<file path="config.mk">
export PLATFORM = sky130hd
export DESIGN_NAME = map_rom_arbiter_flat
export DESIGN_NICKNAME = d
export VERILOG_FILES = /design/src/rtl/map_rom_arbiter_if.sv /design/src/rtl/map_rom_arbiter.sv /design/src/flat_wrapper.sv
export SDC_FILE = /design/constraint.sdc
export NUM_CORES = 1
export LEC_CHECK = 0
export ABC_CLOCK_PERIOD_IN_PS = 2700
export CAP_MARGIN = 20
export CORE_ASPECT_RATIO = 1.1
export CORE_MARGIN = 2
export CORE_UTILIZATION = 42
export DETAILED_ROUTE_END_ITERATION = 10
export PLACE_DENSITY = 0.84
export SKIP_LAST_GASP = 1
export SLEW_MARGIN = 20
export SYNTH_ARGS = -nofsm -noshare
export SYNTH_HDL_FRONTEND = slang
export SYNTH_SLANG_ARGS = --single-unit
</file>
<file path="constraint.sdc">
create_clock -name clk -period 2.7 [get_ports clk]
set_input_delay 0.405 -clock clk [delete_from_list [all_inputs] [get_ports clk]]
set_output_delay 0.405 -clock clk [all_outputs]
set_load 0.1 [all_outputs]
</file>
<file path="src/rtl/map_rom_arbiter_if.sv">
// Mover-side request/address/grant/return bundle plus the map ROM port for map_rom_arbiter.
// The arbiter takes the slave view; the movers and the ROM model together form the master side.
interface map_rom_arbiter_if #(
   parameter int NUM_REQ = 4,
   parameter int ADDR_W  = 5,
   parameter int DATA_W  = 38
);
   logic [NUM_REQ-1:0]        req;
   logic [NUM_REQ*ADDR_W-1:0] addr_in;
   logic [NUM_REQ-1:0]        grant;
   logic [ADDR_W-1:0]         rom_addr;
   logic [DATA_W-1:0]         rom_data;
   logic [DATA_W-1:0]         rd_data;
   logic [NUM_REQ-1:0]        rd_valid;
   logic                      busy;

   modport slave (
      input  req, addr_in, rom_data,
      output grant, rom_addr, rd_data, rd_valid, busy
   );

   modport master (
      output req, addr_in, rom_data,
      input  grant, rom_addr, rd_data, rd_valid, busy
   );
endinterface

</file>
<file path="src/rtl/map_rom_arbiter.sv">
// Round-robin arbiter sharing the single-port wall-rectangle map ROM between pacman and the ghosts,
// with burst holding, optional forced preemption and a one-hot tag pipeline steering ROM words back.
module map_rom_arbiter #(
   parameter int NUM_REQ   = 4,
   parameter int ADDR_W    = 5,
   parameter int DATA_W    = 38,
   parameter int ROM_LAT   = 1,
   parameter int MAX_BURST = 32
) (
   input logic              clk,
   input logic              reset_n,
   map_rom_arbiter_if.slave bus
);
   localparam int IDX_W   = (NUM_REQ > 1) ? $clog2(NUM_REQ) : 1;
   localparam int BURST_W = (MAX_BURST > 1) ? $clog2(MAX_BURST) : 1;
   localparam logic [BURST_W-1:0] BURST_LAST = (MAX_BURST > 1) ? BURST_W'(MAX_BURST - 1) : '0;
   localparam bit PREEMPT_EN = (MAX_BURST != 0);

   typedef enum logic {S_IDLE, S_OWN} state_t;

   state_t             r_state;
   logic [IDX_W-1:0]   r_owner;
   logic [IDX_W-1:0]   r_ptr;
   logic [NUM_REQ-1:0] r_grant;
   logic [BURST_W-1:0] r_burst;
   logic [NUM_REQ-1:0] r_tag [ROM_LAT];
   logic [DATA_W-1:0]  r_rd_hold;

   logic               w_owner_req;
   logic               w_pick_hit;
   logic [IDX_W-1:0]   w_pick_idx;
   logic [IDX_W-1:0]   w_pick_next;
   logic [NUM_REQ-1:0] w_pick_onehot;
   logic               w_burst_last;
   logic               w_take;
   logic               w_to_idle;
   logic               w_burst_inc;
   logic [NUM_REQ-1:0] w_rd_valid;

   function automatic logic [IDX_W-1:0] rrIndex(input logic [IDX_W-1:0] base, input int offset);
      int sum;
      sum = int'(base) + offset;
      if (sum >= NUM_REQ) sum = sum - NUM_REQ;
      return IDX_W'(sum);
   endfunction

   // r_ptr always sits one past the owner, so a single scan serves idle pick, release and preemption.
   always_comb begin
      w_pick_hit = 1'b0;
      w_pick_idx = '0;
      for (int i = 0; i < NUM_REQ; i++) begin
         if (!w_pick_hit && bus.req[rrIndex(r_ptr, i)] &&
             !(r_state == S_OWN && rrIndex(r_ptr, i) == r_owner)) begin
            w_pick_hit = 1'b1;
            w_pick_idx = rrIndex(r_ptr, i);
         end
      end
   end

   assign w_owner_req   = bus.req[r_owner];
   assign w_pick_onehot = NUM_REQ'(1) << w_pick_idx;
   assign w_pick_next   = (w_pick_idx == IDX_W'(NUM_REQ - 1)) ? '0 : w_pick_idx + 1'b1;
   assign w_burst_last  = PREEMPT_EN && (r_burst == BURST_LAST);

   assign w_take      = w_pick_hit && (r_state == S_IDLE || !w_owner_req || w_burst_last);
   assign w_to_idle   = (r_state == S_OWN) && !w_owner_req && !w_pick_hit;
   assign w_burst_inc = (r_state == S_OWN) && w_owner_req && PREEMPT_EN && !w_burst_last;

   always_ff @(posedge clk or negedge reset_n) begin
      if (!reset_n) begin
         r_state <= S_IDLE;
         r_owner <= '0;
         r_ptr   <= '0;
         r_grant <= '0;
         r_burst <= '0;
      end else if (w_take) begin
         r_state <= S_OWN;
         r_owner <= w_pick_idx;
         r_grant <= w_pick_onehot;
         r_ptr   <= w_pick_next;
         r_burst <= '0;
      end else if (w_to_idle) begin
         r_state <= S_IDLE;
         r_grant <= '0;
         r_burst <= '0;
      end else if (w_burst_inc) begin
         r_burst <= r_burst + 1'b1;
      end
   end

   // Tags follow the issuing grant, so a read still returns to its issuer after the grant moves on.
   always_ff @(posedge clk or negedge reset_n) begin
      if (!reset_n) begin
         for (int i = 0; i < ROM_LAT; i++) r_tag[i] <= '0;
      end else begin
         r_tag[0] <= r_grant;
         for (int i = 1; i < ROM_LAT; i++) r_tag[i] <= r_tag[i-1];
      end
   end

   assign w_rd_valid = r_tag[ROM_LAT-1];

   always_ff @(posedge clk or negedge reset_n) begin
      if (!reset_n) begin
         r_rd_hold <= '0;
      end else if (|w_rd_valid) begin
         r_rd_hold <= bus.rom_data;
      end
   end

   assign bus.grant    = r_grant;
   assign bus.busy     = |r_grant;
   assign bus.rd_valid = w_rd_valid;
   assign bus.rd_data  = (|w_rd_valid) ? bus.rom_data : r_rd_hold;
   assign bus.rom_addr = (|r_grant) ? bus.addr_in[r_owner*ADDR_W +: ADDR_W] : '0;
endmodule

</file>
<file path="src/flat_wrapper.sv">
// flat-port wrapper written by rule: the top's interface ports become plain ports
module map_rom_arbiter_flat 
#(
   parameter int NUM_REQ   = 4,
   parameter int ADDR_W    = 5,
   parameter int DATA_W    = 38,
   parameter int ROM_LAT   = 1,
   parameter int MAX_BURST = 32
)
  (clk, reset_n, bus_req, bus_addr_in, bus_rom_data, bus_grant, bus_rom_addr, bus_rd_data, bus_rd_valid, bus_busy);
  map_rom_arbiter_if #(.NUM_REQ(NUM_REQ), .ADDR_W(ADDR_W), .DATA_W(DATA_W)) bus_i ();
  input logic clk;
  input logic reset_n;
  input wire logic [$bits(bus_i.req)-1:0] bus_req;
  input wire logic [$bits(bus_i.addr_in)-1:0] bus_addr_in;
  input wire logic [$bits(bus_i.rom_data)-1:0] bus_rom_data;
  output wire logic [$bits(bus_i.grant)-1:0] bus_grant;
  output wire logic [$bits(bus_i.rom_addr)-1:0] bus_rom_addr;
  output wire logic [$bits(bus_i.rd_data)-1:0] bus_rd_data;
  output wire logic [$bits(bus_i.rd_valid)-1:0] bus_rd_valid;
  output wire logic [$bits(bus_i.busy)-1:0] bus_busy;
  assign bus_i.req = bus_req;
  assign bus_i.addr_in = bus_addr_in;
  assign bus_i.rom_data = bus_rom_data;
  assign bus_grant = bus_i.grant;
  assign bus_rom_addr = bus_i.rom_addr;
  assign bus_rd_data = bus_i.rd_data;
  assign bus_rd_valid = bus_i.rd_valid;
  assign bus_busy = bus_i.busy;
  map_rom_arbiter #(.NUM_REQ(NUM_REQ), .ADDR_W(ADDR_W), .DATA_W(DATA_W), .ROM_LAT(ROM_LAT), .MAX_BURST(MAX_BURST)) u_core (.clk(clk), .reset_n(reset_n), .bus(bus_i));
endmodule
</file>
Word level (Yosys, flattened, before mapping)
Cells that the tools add are included.
{ "word_totals": {"out_inout_bits": 52, "regBits": 56, "word_cells": 99} }
{ "classes": {"n_mul": 1, "mux": 32, "n_eq_ne": 6, "shifts": 2, "bitwise_logic": 1, "magnitude_cmp": 9, "reduce_logical": 32, "add_sub_neg": 9} }
{ "op_table": {"columns": ["op", "count"], "rows": [
  ["$mux W38", 1],
  ["$mux W5", 4],
  ["$shiftx A20 B6 Y5", 1],
  ["$mux W2", 9],
  ["$logic_and A1 B1 Y1", 16],
  ["$lt A2 B3 Y1 const B", 5],
  ["$mux W1", 11],
  ["$bmux W1 S2", 5],
  ["$logic_not A1 Y1", 10],
  ["$ge A3 B3 Y1 const B", 3],
  ["$eq A2 B2 Y1", 4],
  ["$mux W4", 2],
  ["$reduce_or A4 Y1", 2],
  ["$sub A2 B1 Y2 const B", 4],
  ["$add A2 B2 Y3 const B", 2],
  ["$add A5 B1 Y5 const B", 1],
  ["$eq A5 B5 Y1 const B", 1],
  ["$mul A2 B3 Y5 const B", 1],
  ["$shl A1 B2 Y4 const A", 1],
  ["$add A2 B1 Y3 const B", 1],
  ["$ge A2 B3 Y1 const B", 1],
  ["$reduce_bool A3 Y1", 1],
  ["$add A2 B1 Y2 const B", 1],
  ["$eq A2 B2 Y1 const B", 1],
  ["other kinds (3)", 4]
]} }

Depth between registers and ports, before layout
{ "depth": {"ltp_word": 23, "depth_mapped": 9, "ltp_nobuf": 7} }

Least setup slack after synthesis
Ideal clock, no wire load.
{ "synth_path": {"path_kind": "register to output", "start": "register u_core.r_grant[1], in the netlist u_core.bus.grant[1]", "end": "output port bus_rom_addr[0]", "arrival_time_ns": 2.596, "path_stages_with_launch": 3, "required_ns": 2.295, "path_buffers": 0, "slack_ns": -0.301, "path_cell_list": "dfrtp_1 nor4_1 nor2b_1"} }
{ "synth_via": {"elab_chain_cells": 2} }
{ "synth_rtl": {"columns": ["element", "line_no", "source"], "rows": [
  ["from (decl)", "map_rom_arbiter.sv:24", "logic [NUM_REQ-1:0] r_grant;"],
  ["from (signal assigned)", "map_rom_arbiter.sv:79", "r_grant <= w_pick_onehot;"],
  ["$reduce_or A4 Y1", "map_rom_arbiter.sv:115", "assign bus.rom_addr = (|r_grant) ? bus.addr_in[r_owner*ADDR_W +: ADDR_W] : '0;"],
  ["$mux W5", "map_rom_arbiter.sv:115", null],
  ["to (decl)", "flat_wrapper.sv:18", "output wire logic [$bits(bus_i.rom_addr)-1:0] bus_rom_addr;"]
]} }
Every way passes these cells.

Worst setup path after layout
{ "layout_path": {"start": "register u_core.r_tag (netlist bit u_core.bus.rd_valid[1])", "end": "output port bus_rd_data[23]"} }
{ "layout_via": {"elab_chain_cells": 2} }
{ "layout_rtl": {"columns": ["element", "line_no", "source"], "rows": [
  ["from (decl)", "map_rom_arbiter.sv:26", "logic [NUM_REQ-1:0] r_tag [ROM_LAT];"],
  ["$reduce_or A4 Y1", "map_rom_arbiter.sv:114", "assign bus.rd_data = (|w_rd_valid) ? bus.rom_data : r_rd_hold;"],
  ["$mux W38", "map_rom_arbiter.sv:114", null],
  ["to (decl)", "flat_wrapper.sv:19", "output wire logic [$bits(bus_i.rd_data)-1:0] bus_rd_data;"]
]} }
Every way passes these cells.

==> run summary <==
Setup CP Type: flop to output port
Synth cell count leaders: dfrtp_1 (56), mux2_2 (39), a21oi_1 (9)
Max-slew violations: 0
Io pins: 116
Final min period: 2.369 ns
Overall Global Routing Usage: 20.29%
Count leader, synth: dfrtp_1
Mapped Area: 2640 µm²
Final hold violations: 0
Register-to-register setup slack: 0.36 ns
Routability-driven placement congestion ratio: 0.8383
Mean area per synthesized cell: 13.54 µm²
Residual DRC count: 0
Ranking of synthesized cells by area: dfrtp_1 (53%), mux2_2 (17%), mux4_2 (5.1%)
Most used flip-flop cell after synthesis: dfrtp_1
CP cell instances: nor4_2, buf_12, mux2_2, buf_12
Synthesis-to-finish area growth: 66.35%
Yosys cell types: 42
Initial antenna violation count: 0
FF-to-FF path depth: 7
CTS hold repair buffers: 0
Fill cells: 411
Post-CTS sizing: 0
Max Clk Rate: 422.2 MHz
Die W: 79.60 µm
Vias per inst: 5.124
Synth Net Count: 265
Hpwl dp: 5649 µm
Largest net degree at the start of global routing: 39
Clk buf depth: 2
DR iter-0 viols: 94
Final setup margin: 0.3314 ns
CP max stage cell: dfrtp_2
CP bufs+invs: 2
Largest area contributor in the netlist: dfrtp_1
Worst setup EP type: output port
Startpoint types: flop
Total grt overflow: 0
Initial Utilization: 43.15%
Dpl ws: 0.2169 ns
# diodes: 0
Top-area cell type share of the netlist area: 53.08%
Worst R2R Start: u_core.r_owner[1]$_DFFE_PN0P_
Post-route ant nets: 0
Clock skew: 0.007709 ns
CTS tree: yes
Std cell rows: 30
TritonRoute pass-1 iters: 4
Routed wire length: 6960 µm
Post-synthesis cell count: 195
Clock-pin slew on the worst setup and hold paths: 0.09 ns
DR vias: 2024
Core box area: 6118 µm²
Seq cells post-synth: 56
Hold Path Class: primary input to async pin
Async S/R FF share, synth: 100.0%
Nets: 385
Post-synth EDFFs: 0
Relative slew slack: 57.23%
Total setup buffers inserted after CTS: 0
Port Buffers: 115
Setup violations, final: 0
Die ar.: 6937 µm²
Global-route wire length before repair: 10830 µm
Vias in the first global route: 2116
Period utilization: 87.73%
H-tree Lvls: 2
Unrepaired setup endpoints after global routing: false
Fraction of layout cells with a size suffix above 1: 38.73%
RR Endpoint: u_core.bus.grant[1]$_DFFE_PN0P_
Syn. warnings: 0
Clock root cell: clkbuf_8
Chip height: 87.15 µm
CP peak stage delay: 0.42 ns
Max-Cap Viols: 0
TritonCTS buffer count: 5
Crit path required time: 2.30 ns
Worst endpoint data arrival time: 1.96 ns
Clock sinks: 56
CP top delay family: buffers and inverters
Clock Latency Late Sink: 0.30 ns
Sequential cell area fraction in the yosys report: 53.08%
Crit-path max FO: 38
WL per Instance: 17.62 µm
Worst path most repeated cell: buf_12
Worst-Margin Slew: 0.6416 ns
Status: finished, final reports clean
[cell usage in the layout, fill, tap and decap left out, drive strengths merged, types with 2 or more instances in the layout]
master and instances:
nor4 2, nor2 3, nand2 7, o21ai 4, clkdlybuf4s50 62, ha 6, nand3b 4, a21oi 10
inv 3, mux2 41, o211ai 2, and2 4, mux4 6, nand3 2, a22o 6, nor3 2
nor2b 7, xnor2 2, dfrtp 56, buf 62, clkbuf 6
[worst reg2reg max path, delay by kind of cell, from the launching register on]
family	cells	cell delay (ns)
AO/OA/AOI/OAI	4	0.81
AND/OR/NAND/NOR	1	0.56
flip-flops	1	0.55
adder cells (fa/ha/maj)	1	0.21
buffers and inverters	1	0.11
[per-layer routing]
metal | global-route usage [%] | wire length [µm] | vias up
met5 | 0 | 0 | -
met4 | 6.270 | 75 | 0
met3 | 6.017 | 640 | 6
met2 | 37.74 | 3669 | 85
met1 | 21.99 | 2575 | 988
li1 | - | - | 945
[state kept, by name (all words and copies together) (netlist names)]
signal / flops
u_core.r_state: 1
u_core.r_ptr: 2
u_core.r_rd_hold: 38
u_core.r_burst: 5
u_core.bus.grant: 4
u_core.bus.rd_valid: 4
u_core.r_owner: 2
[cells by family (layout without fill, tap and decap cells)]
logic type	count (synthesis)	in the layout	synth area share, %
and+or+nand+nor	43	43	10.24
xor gates and xnor gates	2	2	0.6636
AOI/OAI and AO/OA	27	27	7.204
DFF	56	56	53.08
adders and majority gates	6	6	2.844
muxes	47	47	22.89
buffers and inverters	14	134	3.080
[worst max path at each step]
| stage | end | from | slack, ns | cells past startpoint |
|---|---|---|---|---|
| 6_report | bus_rd_data[23] | u_core.bus.rd_valid[1]$_DFF_PN0_ | 0.33 | 4 |
| 5_1_grt | u_core.bus.grant[0]$_DFFE_PN0P_ | u_core.r_owner[1]$_DFFE_PN0P_ | 0.21 | 7 |
| 4_1_cts | bus_rd_data[23] | u_core.bus.rd_valid[1]$_DFF_PN0_ | 0.31 | 4 |
| 3_5_place_dp | u_core.r_owner[0]$_DFFE_PN0P_ | bus_req[0] | 0.22 | 5 |
| 3_3_place_gp | u_core.r_owner[1]$_DFFE_PN0P_ | bus_req[0] | 0.29 | 5 |
| 2_1_floorplan | bus_rom_addr[0] | u_core.bus.grant[1]$_DFFE_PN0P_ | -0.30 | 2 |
[metrics by stage]
step	hold slack, ns	instances	instance area [µm²]	utilization, %	setup TNS [ns]
6_report	0.1191	395	4392	71.78	0
5_1_grt	0.1677	395	4392	71.78	0
4_1_cts	0.1316	395	4392	71.78	0
3_5_place_dp	0.4362	388	4314	70.51	0
3_3_place_gp	0.4365	388	4314	70.51	0
2_1_floorplan	0.1094	195	2644	-	-1.503
[area by class of cell]
| cell class | instances | area (µm²) | area share (%) |
|---|---|---|---|
| clock inverters | 1 | 5.005 | 0.1140 |
| well taps | 80 | 100.1 | 2.279 |
| multi-input cells | 125 | 1164 | 26.50 |
| repair buffers | 124 | 1634 | 37.21 |
| inverters | 3 | 11.26 | 0.2564 |
| flip-flops and latches | 56 | 1405 | 31.99 |
| clock buffers | 6 | 72.57 | 1.652 |
Power is not shown: default switching activity piles up to over one toggle a cycle in this logic, so the estimate is an artifact.
